==> src/rtl/fetch_pkg.sv <==
// Shared types and constants for the instruction fetch stage.
//   INSTR_W / PC_W : widths the fetch_entry_t record is built from
//   OPC_HALT       : opcode (top three instruction bits) that stops fetching
//   fetch_entry_t  : one buffered instruction together with its PC
package fetch_pkg;

  localparam int unsigned INSTR_W = 16;
  localparam int unsigned PC_W    = 8;

  localparam logic [2:0] OPC_HALT = 3'b111;

  typedef struct packed {
    logic [PC_W-1:0]    pc;
    logic [INSTR_W-1:0] instr;
  } fetch_entry_t;

endpackage

==> src/rtl/fetch_fifo.sv <==
// Small synchronous FIFO of fetch_entry_t records between imem return and decode.
//   clk, reset : clock, synchronous active-high reset
//   push       : write push_data at the tail this cycle
//   push_data  : entry to enqueue
//   pop        : drop the head this cycle
//   flush      : same-cycle clear of all entries (wins over push/pop)
//   head       : current head entry (undefined contents when count == 0)
//   count      : occupancy, 0..DEPTH
module fetch_fifo
  import fetch_pkg::*;
#(
  parameter int unsigned DEPTH = 2,
  localparam int unsigned CW   = $clog2(DEPTH + 1)
) (
  input  logic          clk,
  input  logic          reset,
  input  logic          push,
  input  fetch_entry_t  push_data,
  input  logic          pop,
  input  logic          flush,
  output fetch_entry_t  head,
  output logic [CW-1:0] count
);

  localparam int unsigned PW = $clog2(DEPTH);

  fetch_entry_t  mem_q [DEPTH];
  logic [PW-1:0] rd_ptr_q, wr_ptr_q;
  logic [CW-1:0] count_q;

  // DEPTH need not be a power of two, so pointers wrap explicitly.
  function automatic logic [PW-1:0] ptr_inc(input logic [PW-1:0] p);
    return (p == PW'(DEPTH - 1)) ? '0 : p + 1'b1;
  endfunction

  always_ff @(posedge clk) begin
    if (reset || flush) begin
      rd_ptr_q <= '0;
      wr_ptr_q <= '0;
      count_q  <= '0;
    end else begin
      if (push) wr_ptr_q <= ptr_inc(wr_ptr_q);
      if (pop)  rd_ptr_q <= ptr_inc(rd_ptr_q);
      count_q <= count_q + CW'(push) - CW'(pop);
    end
  end

  // Storage is not reset; only the pointers define validity.
  always_ff @(posedge clk) begin
    if (!reset && !flush && push) mem_q[wr_ptr_q] <= push_data;
  end

  assign head  = mem_q[rd_ptr_q];
  assign count = count_q;

  // The upstream credit rule must never let the FIFO overflow or underflow.
  a_no_overflow : assert property (@(posedge clk) disable iff (reset || flush)
    !(push && !pop && (count_q == CW'(DEPTH))));
  a_no_underflow : assert property (@(posedge clk) disable iff (reset || flush)
    !(pop && (count_q == '0)));

endmodule

==> src/rtl/fetch_stage.sv <==
// Instruction fetch stage: owns the PC, reads a 1-cycle-latency instruction
// memory, buffers {pc, instruction} in fetch_fifo and hands them to decode.
//   clk, reset   : clock, synchronous active-high reset
//   imem_rd      : read request this cycle; imem_addr always equals the PC
//   imem_rdata   : read data, valid the cycle after imem_rd
//   redirect     : flush everything and restart fetch at redirect_pc
//   instr_valid  : FIFO head presented to decode; instr_ready accepts it
//   instruction  : head instruction (0 when not valid)
//   instr_pc     : head PC (0 when not valid)
//   halted       : a HALT has been enqueued; fetch stopped until redirect/reset
module fetch_stage
  import fetch_pkg::*;
#(
  parameter int unsigned     N_INSTR  = 16,
  parameter int unsigned     N_PC     = 8,
  parameter int unsigned     DEPTH    = 2,
  parameter logic [N_PC-1:0] RESET_PC = '0
) (
  input  logic               clk,
  input  logic               reset,
  output logic               imem_rd,
  output logic [N_PC-1:0]    imem_addr,
  input  logic [N_INSTR-1:0] imem_rdata,
  input  logic               redirect,
  input  logic [N_PC-1:0]    redirect_pc,
  output logic               instr_valid,
  input  logic               instr_ready,
  output logic [N_INSTR-1:0] instruction,
  output logic [N_PC-1:0]    instr_pc,
  output logic               halted
);

  localparam int unsigned CW = $clog2(DEPTH + 1);

  if (DEPTH < 2) begin : g_depth_chk
    $error("fetch_stage: DEPTH must be at least 2");
  end
  if (N_INSTR != INSTR_W || N_PC != PC_W) begin : g_width_chk
    $error("fetch_stage: N_INSTR/N_PC must match fetch_pkg entry widths");
  end

  logic [N_PC-1:0] pc_q;
  logic            inflight_q;
  logic [N_PC-1:0] inflight_pc_q;
  logic            halted_q;

  logic            push, pop;
  logic            push_is_halt;
  logic [CW:0]     credit_used;
  logic [CW-1:0]   fifo_count;
  fetch_entry_t    push_entry, head;

  fetch_fifo #(
    .DEPTH (DEPTH)
  ) u_fifo (
    .clk       (clk),
    .reset     (reset),
    .push      (push),
    .push_data (push_entry),
    .pop       (pop),
    .flush     (redirect),
    .head      (head),
    .count     (fifo_count)
  );

  always_comb begin
    instr_valid  = (fifo_count != '0) & ~redirect & ~reset;
    pop          = instr_valid & instr_ready;
    push         = inflight_q & ~redirect & ~halted_q;
    push_entry   = '{pc: inflight_pc_q, instr: imem_rdata};
    push_is_halt = push & (imem_rdata[N_INSTR-1 -: 3] == OPC_HALT);
    // Entries that will still occupy the FIFO after this cycle, counting the
    // outstanding read as already booked; never exceeds DEPTH.
    credit_used  = {1'b0, fifo_count} - (CW + 1)'(pop) + (CW + 1)'(inflight_q);
    imem_rd      = ~reset & ~halted_q & ~redirect & (credit_used < (CW + 1)'(DEPTH));
    imem_addr    = pc_q;
    instruction  = instr_valid ? head.instr : '0;
    instr_pc     = instr_valid ? head.pc    : '0;
    halted       = halted_q;
  end

  always_ff @(posedge clk) begin
    if (reset) begin
      pc_q          <= RESET_PC;
      inflight_q    <= 1'b0;
      inflight_pc_q <= '0;
      halted_q      <= 1'b0;
    end else begin
      // imem_rd is already low during redirect, so this also clears inflight.
      inflight_q <= imem_rd;
      if (imem_rd) inflight_pc_q <= pc_q;
      if (redirect) begin
        pc_q     <= redirect_pc;
        halted_q <= 1'b0;
      end else begin
        if (imem_rd)      pc_q     <= pc_q + 1'b1;
        if (push_is_halt) halted_q <= 1'b1;
      end
    end
  end

endmodule

==> config.mk <==
export PLATFORM = sky130hd
export DESIGN_NAME = fetch_stage
export DESIGN_NICKNAME = d
export VERILOG_FILES = /design/src/rtl/fetch_pkg.sv /design/src/rtl/fetch_fifo.sv /design/src/rtl/fetch_stage.sv
export SDC_FILE = /design/constraint.sdc
export NUM_CORES = 1
export LEC_CHECK = 0
export BUFFER_PORTS_ARGS = -buffer_cell sky130_fd_sc_hd__buf_4
export CORE_ASPECT_RATIO = 2
export CORE_MARGIN = 2
export CORE_UTILIZATION = 55
export DETAILED_ROUTE_END_ITERATION = 10
export GPL_TIMING_DRIVEN = 0
export PLACE_DENSITY = 0.8
export SLEW_MARGIN = 20
export SYNTH_ARGS = -nofsm -noshare
export SYNTH_HDL_FRONTEND = slang
export SYNTH_HIERARCHICAL = 1
export SYNTH_SLANG_ARGS = --single-unit
==> constraint.sdc <==
create_clock -name clk -period 8.1 [get_ports clk]
set_input_delay 0.405 -clock clk [delete_from_list [all_inputs] [get_ports clk]]
set_output_delay 0.405 -clock clk [all_outputs]
set_load 0.005 [all_outputs]
==> out/qor.csv, run 1 <==
metric,value,unit
status,completed,
fillers,406,
Synth top cells by count,"48 x edfxtp_1, 26 x and2_1, 24 x nand2_1",
# IOs,63,
Critical Path Sink Type,primary output,
CP Launch Type,primary input,
Max Slew Vio Count,0,
first-pass GRT wire length,8900,um
Max-cap violations,0,
remaining antenna violation count,0,
Period minus WS final,3750,ps
# nets final,338,
RSZ-0062 raised after global routing,false,
CP arrival,3350,ps
final worst-path cycle share,46.3,%
Worst setup startpoint,reset,
cell with the most instances after synthesis,edfxtp_1,
Leakage,1.54,nW
initial drt markers,54,
Slew @ Worst Pin,692,ps
H-Tree Depth,3,
die footprint,0.00627,mm^2
r2r startpoint,u_fifo/count[1],
Syn Inst Count,229,
WL final,5610,um
Netlist Area Pre-Place,0.00309,mm^2
sequential fraction of the synthesis area,61.5,%
post-synthesis mux area share,11.2,%
max_slew headroom,53.7,%
yosys warns,6,
Power Dens Cells,183,mW/mm^2
initial core utilization,57.0,%
average size of a mapped cell,13.5,um^2
total gr overflow,0,
clock power share,37.8,%
r2r setup slk,4920,ps
"EDFF count, synth",48,
setup violators final,0,
dpl hpwl,4250,um
Max clock buf depth,2,
die width,57.0,um
final hold vios,0,
Pint,0.561,mW
Port Buffers,62,
share of cells above drive strength 1,37.4,%
top cell type's share of synthesized area,46.6,%
Overall Global Routing Usage,19.0,%
cell accounting for the most synthesized area,edfxtp_1,
DRT Pass-1 Iters,5,
Hold Slack,249,ps
Synth Area in XOR/XNOR,1.82,%
worst clock skew,5.50,ps
Hold Path Class,primary input to register,
Post-CTS Setup Inserts,0,
M2 GR Usage,37.4,%
adder-cell share of the synthesized area,2.27,%
GPL Wtd Cong,0.838,
Tot Pwr,0.704,mW
worst setup path end,imem_rd,
CP Data Required Time,7700,ps
top_reg_cell synth,edfxtp_1,
WL/cell,15.2,um
GRT Max-Usage Layer,met2,
#FFs+latches synth,71,
Synth cell types,40,
Worst-Skew Late Latency,330,ps
Synth Area in Compound Gates,6.72,%
Comb pwr share,5.9,%
crit path max fanout,10,
area grow syn2layout,24.5,%
Flop pwr share,56.4,%
cts repair resizes,0,
TritonCTS buffer count,9,
Post-CTS Hold Fix Bufs,0,
Peak supply drop,135,uV
"Net Count, Synth",262,
ant diodes,0,
Die H,110,um
Residual DRC,0,
vias in the first global route,2015,
Async SR Flop Fraction,0,%
Post-Synth Simple-Gate Area,12.9,%
Sw Ratio,20.3,%
setup_tns,0,ps
pin count of the biggest net entering global routing,25,
FP Rows,38,
Core ar.,0.00542,mm^2
met3 Track Usage GR,5.02,%
DR vias/cell,5.37,
Vias,1988,
Num Clock Sinks,71,
CTS tree,built,
FMAX,266,MHz
R2R depth,9,
main combinational cell family by area after synthesis,simple AND/OR/NAND/NOR gates,
initial antenna violation count,0,
WS Path Type,primary input to primary output,
Worst-path clk slew,70,ps
M1 GR Usage,16.9,%
FF-to-FF End,imem_addr[6],
switching power,0.143,mW
top post-synthesis cells by area,"edfxtp_1 47%, dfxtp_1 15%, mux2_4 9.7%, and2_1 5.3%, nand2_1 2.9%",
Root Driver,clkbuf_8,
[how the worst min path moves through the flow]
stage / depth (start not counted) / slack, ps / from / to
2_1_floorplan: 0 / 430 / inflight_pc_q[0] / u_fifo/mem_q[0][16]
3_3_place_gp: 0 / 430 / inflight_pc_q[2] / u_fifo/mem_q[0][18]
3_5_place_dp: 0 / 440 / inflight_pc_q[3] / u_fifo/mem_q[1][19]
4_1_cts: 1 / 230 / imem_rdata[10] / u_fifo/mem_q[0][10]
5_1_grt: 1 / 230 / imem_rdata[12] / u_fifo/mem_q[0][12]
6_report: 1 / 250 / imem_rdata[10] / u_fifo/mem_q[0][10]
[power groups by stage]
stage	registers [mW]	clock network [mW]	logic (mW)
2_1_floorplan	0.404	0	0.0185
3_3_place_gp	0.404	0	0.0395
3_5_place_dp	0.405	0	0.0414
4_1_cts	0.397	0.273	0.0416
5_1_grt	0.397	0.289	0.0454
6_report	0.397	0.266	0.0413
[layer usage]
layer | wire [um] | up-vias
met1 | 1930 | 922
met4 | 150 | 0
met2 | 3250 | 73
li1 | - | 977
met5 | 0 | -
met3 | 281 | 16
[area by class of cell]
| type | count | area (um^2) | area share [%] |
|---|---|---|---|
| flip-flops and latches | 71 | 1900 | 49.4 |
| multi-input cells | 140 | 1080 | 28.2 |
| repair buffers | 65 | 483 | 12.6 |
| clock buffers | 11 | 141 | 3.68 |
| plain buffers | 10 | 81.3 | 2.11 |
| well taps | 60 | 75.1 | 1.95 |
| clock inverters | 5 | 48.8 | 1.27 |
| inverters | 8 | 30.0 | 0.781 |
[flip-flops by register name, summed over array words and instances (netlist names), named ones only]
name / flops
u_fifo/rd_ptr_q: 1
inflight_pc_q: 8
halted: 1
u_fifo/count: 2
u_fifo/wr_ptr_q: 1
inflight_q: 1
imem_addr: 8
u_fifo/mem_q: 48
[kinds of logic (layout without fill, tap and decap cells)]
kind of cell             Yosys count  in the layout
AND/OR/NAND/NOR                   76             76
flip-flops                        71             71
AO/OA/AOI/OAI                     31             31
multiplexers                      24             24
buffers and inverters             18             99
adder cells (fa/ha/maj)            5              5
XOR/XNOR                           4              4
[worst max-delay path: stages]
cell	delay [ps]
buf_4	140
buf_2	190
nor2_2	140
o21a_1	330
and2_1	270
ha_1	250
nand2b_1	160
fa_1	480
nor2b_1	230
nand3_2	180
clkinv_1	190
buf_2	240
buf_4	140
[metrics by stage]
stage	std cells	setup WS, ps	util [%]	instance area, um^2
floorplan	229	4060	-	3090
global placement	351	2600	67.0	3630
detailed placement	354	4330	67.4	3650
CTS	370	4330	70.9	3840
global route	370	4110	71.0	3850
finish	370	4350	71.0	3850
[cells in the final DEF (no fill, tap or decap), drive strengths merged, types with 2 or more instances in the layout]
cell and instances:
a21oi 12, a22oi 4, a31oi 3, a41oi 2
and2 26, and3 2, buf 71, clkbuf 15
clkinv 5, dfxtp 23, edfxtp 48, ha 4
inv 7, mux2 24, nand2 24, nand3 3
nor2 7, nor2b 3, nor3 7, o22ai 3
xnor2 3
Note: power is estimated with default switching activity, not from simulation.
==> run 2, diff against run 1 <==
- ABC_AREA: not set -> 1
- CORE_UTILIZATION: 55 -> 50
- PLACE_DENSITY: 0.8 -> 0.76
- clock period: 8.1 -> 3.2 ns (I/O delays scaled with it)
==> out/qor.csv, run 2 <==
metric,value,unit
status,completed,
"Net Count, Synth",337,
Leakage,1.82,nW
Async SR Flop Fraction,0,%
initial core utilization,51.2,%
top cell type's share of synthesized area,43.2,%
met3 Track Usage GR,4.31,%
Residual DRC,0,
DRT Pass-1 Iters,4,
WL/cell,11.8,um
Post-CTS Setup Inserts,0,
FP Rows,42,
die footprint,0.00738,mm^2
top post-synthesis cells by area,"edfxtp_1 43%, dfxtp_1 14%, mux2_4 9.0%, nor2_1 5.7%, inv_1 5.1%",
Netlist Area Pre-Place,0.00334,mm^2
remaining antenna violation count,0,
Worst-path clk slew,50,ps
total gr overflow,0,
Max-cap violations,0,
TritonCTS buffer count,9,
crit path max fanout,10,
setup violators final,0,
max_slew headroom,53.6,%
share of cells above drive strength 1,35.7,%
vias in the first global route,2035,
worst clock skew,4.74,ps
Post-Synth Simple-Gate Area,16.2,%
Final Util,64.9,%
max incr delay on CP,550,ps
max reg flops,48,
final hold vios,0,
H-Tree Depth,3,
Synth Area in Compound Gates,4.16,%
Num Clock Sinks,71,
Power Dens Cells,489,mW/mm^2
first-pass GRT wire length,8860,um
Root Driver,clkbuf_16,
M1 GR Usage,17.8,%
r2r startpoint,u_fifo/count[1],
# nets final,412,
cell with the most instances after synthesis,nor2_1,
CP Data Required Time,3040,ps
slowest stage cell on the critical path,fa_1,
Core ar.,0.00652,mm^2
dpl hpwl,4140,um
Overall Global Routing Usage,16.2,%
M2 GR Usage,27.4,%
worst setup path end,imem_rd,
initial drt markers,88,
Period minus WS final,2950,ps
GRT Max-Usage Layer,met2,
adder-cell share of the synthesized area,2.10,%
Synth cell types,31,
Die H,120,um
Worst setup startpoint,u_fifo/count[1],
setup_tns,0,ps
area grow syn2layout,26.9,%
CP Launch Type,register,
top_reg_cell synth,edfxtp_1,
yosys warns,6,
final worst-path cycle share,92.3,%
sequential fraction of the synthesis area,57.0,%
Max clock buf depth,2,
Synth Area in XOR/XNOR,0.788,%
average size of a mapped cell,11.0,um^2
GPL Wtd Cong,0.894,
Peak supply drop,313,uV
r2r setup slk,560,ps
Hold Path Class,primary input to register,
"most common cell after layout, fill and taps aside",buf_4,
Port Buffers,62,
post-synthesis mux area share,10.4,%
cell accounting for the most synthesized area,edfxtp_1,
Slew @ Worst Pin,695,ps
FF-to-FF End,imem_addr[7],
"most used cell, CP",inv_1,
CP arrival,2790,ps
# IOs,63,
die width,61.8,um
Critical Path Sink Type,primary output,
CTS tree,built,
DR vias/cell,4.75,
"Most flops, register",u_fifo/mem_q,
crit path cell chain,inv_1 > a21oi_2 > inv_2 > nor2_2 > ha_1 > inv_1 > nand2_1 > fa_1 > nand3_4 > nor2_8 > buf_12 > buf_4,
Vias,2244,
Max Slew Vio Count,0,
Syn Inst Count,304,
"Non-Filler Cell Area, Final",0.00423,mm^2
Worst-Skew Late Latency,320,ps
pin count of the biggest net entering global routing,25,
initial antenna violation count,0,
WS Path Type,register to primary output,
ant diodes,0,
R2R depth,15,
main combinational cell family by area after synthesis,simple AND/OR/NAND/NOR gates,
Synth top cells by count,"51 x nor2_1, 48 x edfxtp_1, 45 x inv_1",
placed cell area,0.00395,mm^2
FMAX,339,MHz
RSZ-0062 raised after global routing,false,
"commonest non-fill, non-tap cells in the layout","62 x buf_4, 49 x nor2_1, 48 x edfxtp_1, 45 x inv_1, 44 x nand2_1",
WL final,5580,um
"EDFF count, synth",48,
#FFs+latches synth,71,
[run 2: cell types whose count changed in the layout (fill, tap and decap cells not counted), moves of 9 or more]
cell	change
and2_1	-26
nor2_1	+43
nand2_1	+20
clkbuf_16	+9
clkbuf_8	-10
inv_1	+38
[run 2: critical path, delay by kind of cell (launching register included)]
family | cells | cell delay (ps)
adder cells (fa/ha/maj) | 2 | 810
buffers and inverters | 5 | 540
AND/OR/NAND/NOR | 4 | 530
flip-flops | 1 | 390
AO/OA/AOI/OAI | 1 | 200
[run 2: layout make-up]
| cell class | count | area (um^2) |
|---|---|---|
| tap | 88 | 110 |
| clock buffer | 11 | 233 |
| fill | 535 | 2280 |
| timing repair buffer | 64 | 488 |
| sequential | 71 | 1900 |
| inverter | 48 | 190 |
| clock inverter | 5 | 48.8 |
| multi-input combinational | 176 | 1140 |
| buffer | 9 | 121 |
[run 2: cells by family (layout without fill, tap and decap cells)]
family / after synthesis / in the layout
simple gates: 121 / 121
mux: 24 / 24
fa+ha+maj: 5 / 5
flops: 71 / 71
compound gates: 23 / 23
xor+xnor: 3 / 3
buf+inv: 57 / 137
[run 2: what timing repair did]
| item | CTS | global route |
|---|---|---|
| setup endpoints to repair | 0 | 1 |
| resized for setup | 0 | 2 |
| hold buffers | 0 | 0 |
[run 2: per-stage QoR]
| stage | total power, mW | worst slack (ps) | cells | hold slack, ps |
|---|---|---|---|---|
| 6_report | 2.07 | 247 | 472 | 24.2 |
| 5_1_grt | 2.14 | 47.0 | 472 | 11.6 |
| 4_1_cts | 2.09 | 45.3 | 472 | 11.5 |
| 3_5_place_dp | 1.17 | 399 | 456 | 348 |
| 3_3_place_gp | 1.16 | -693 | 454 | 346 |
| 2_1_floorplan | 1.10 | 394 | 304 | 259 |
[run 2: power by group]
group	switching, mW	internal (mW)
clock network	0.325	0.595
logic	0.0654	0.0657
registers	0.0161	1.00
[run 2: how the worst min path moves through the flow]
stage / cells past startpoint / startpoint / endpoint / slack (ps)
2_1_floorplan: 0 / imem_rdata[0] / u_fifo/mem_q[0][0] / 260
3_3_place_gp: 1 / imem_rdata[5] / u_fifo/mem_q[1][5] / 350
3_5_place_dp: 1 / imem_rdata[11] / u_fifo/mem_q[1][11] / 350
4_1_cts: 1 / imem_rdata[6] / u_fifo/mem_q[1][6] / 10
5_1_grt: 1 / imem_rdata[6] / u_fifo/mem_q[1][6] / 10
6_report: 1 / imem_rdata[5] / u_fifo/mem_q[0][5] / 20
[run 2: layer usage]
layer | vias to the layer above | part of all wire (%)
li1 | 1138 | -
met1 | 1010 | 39
met2 | 86 | 52
met3 | 10 | 6.4
met4 | 0 | 2.4
met5 | - | 0
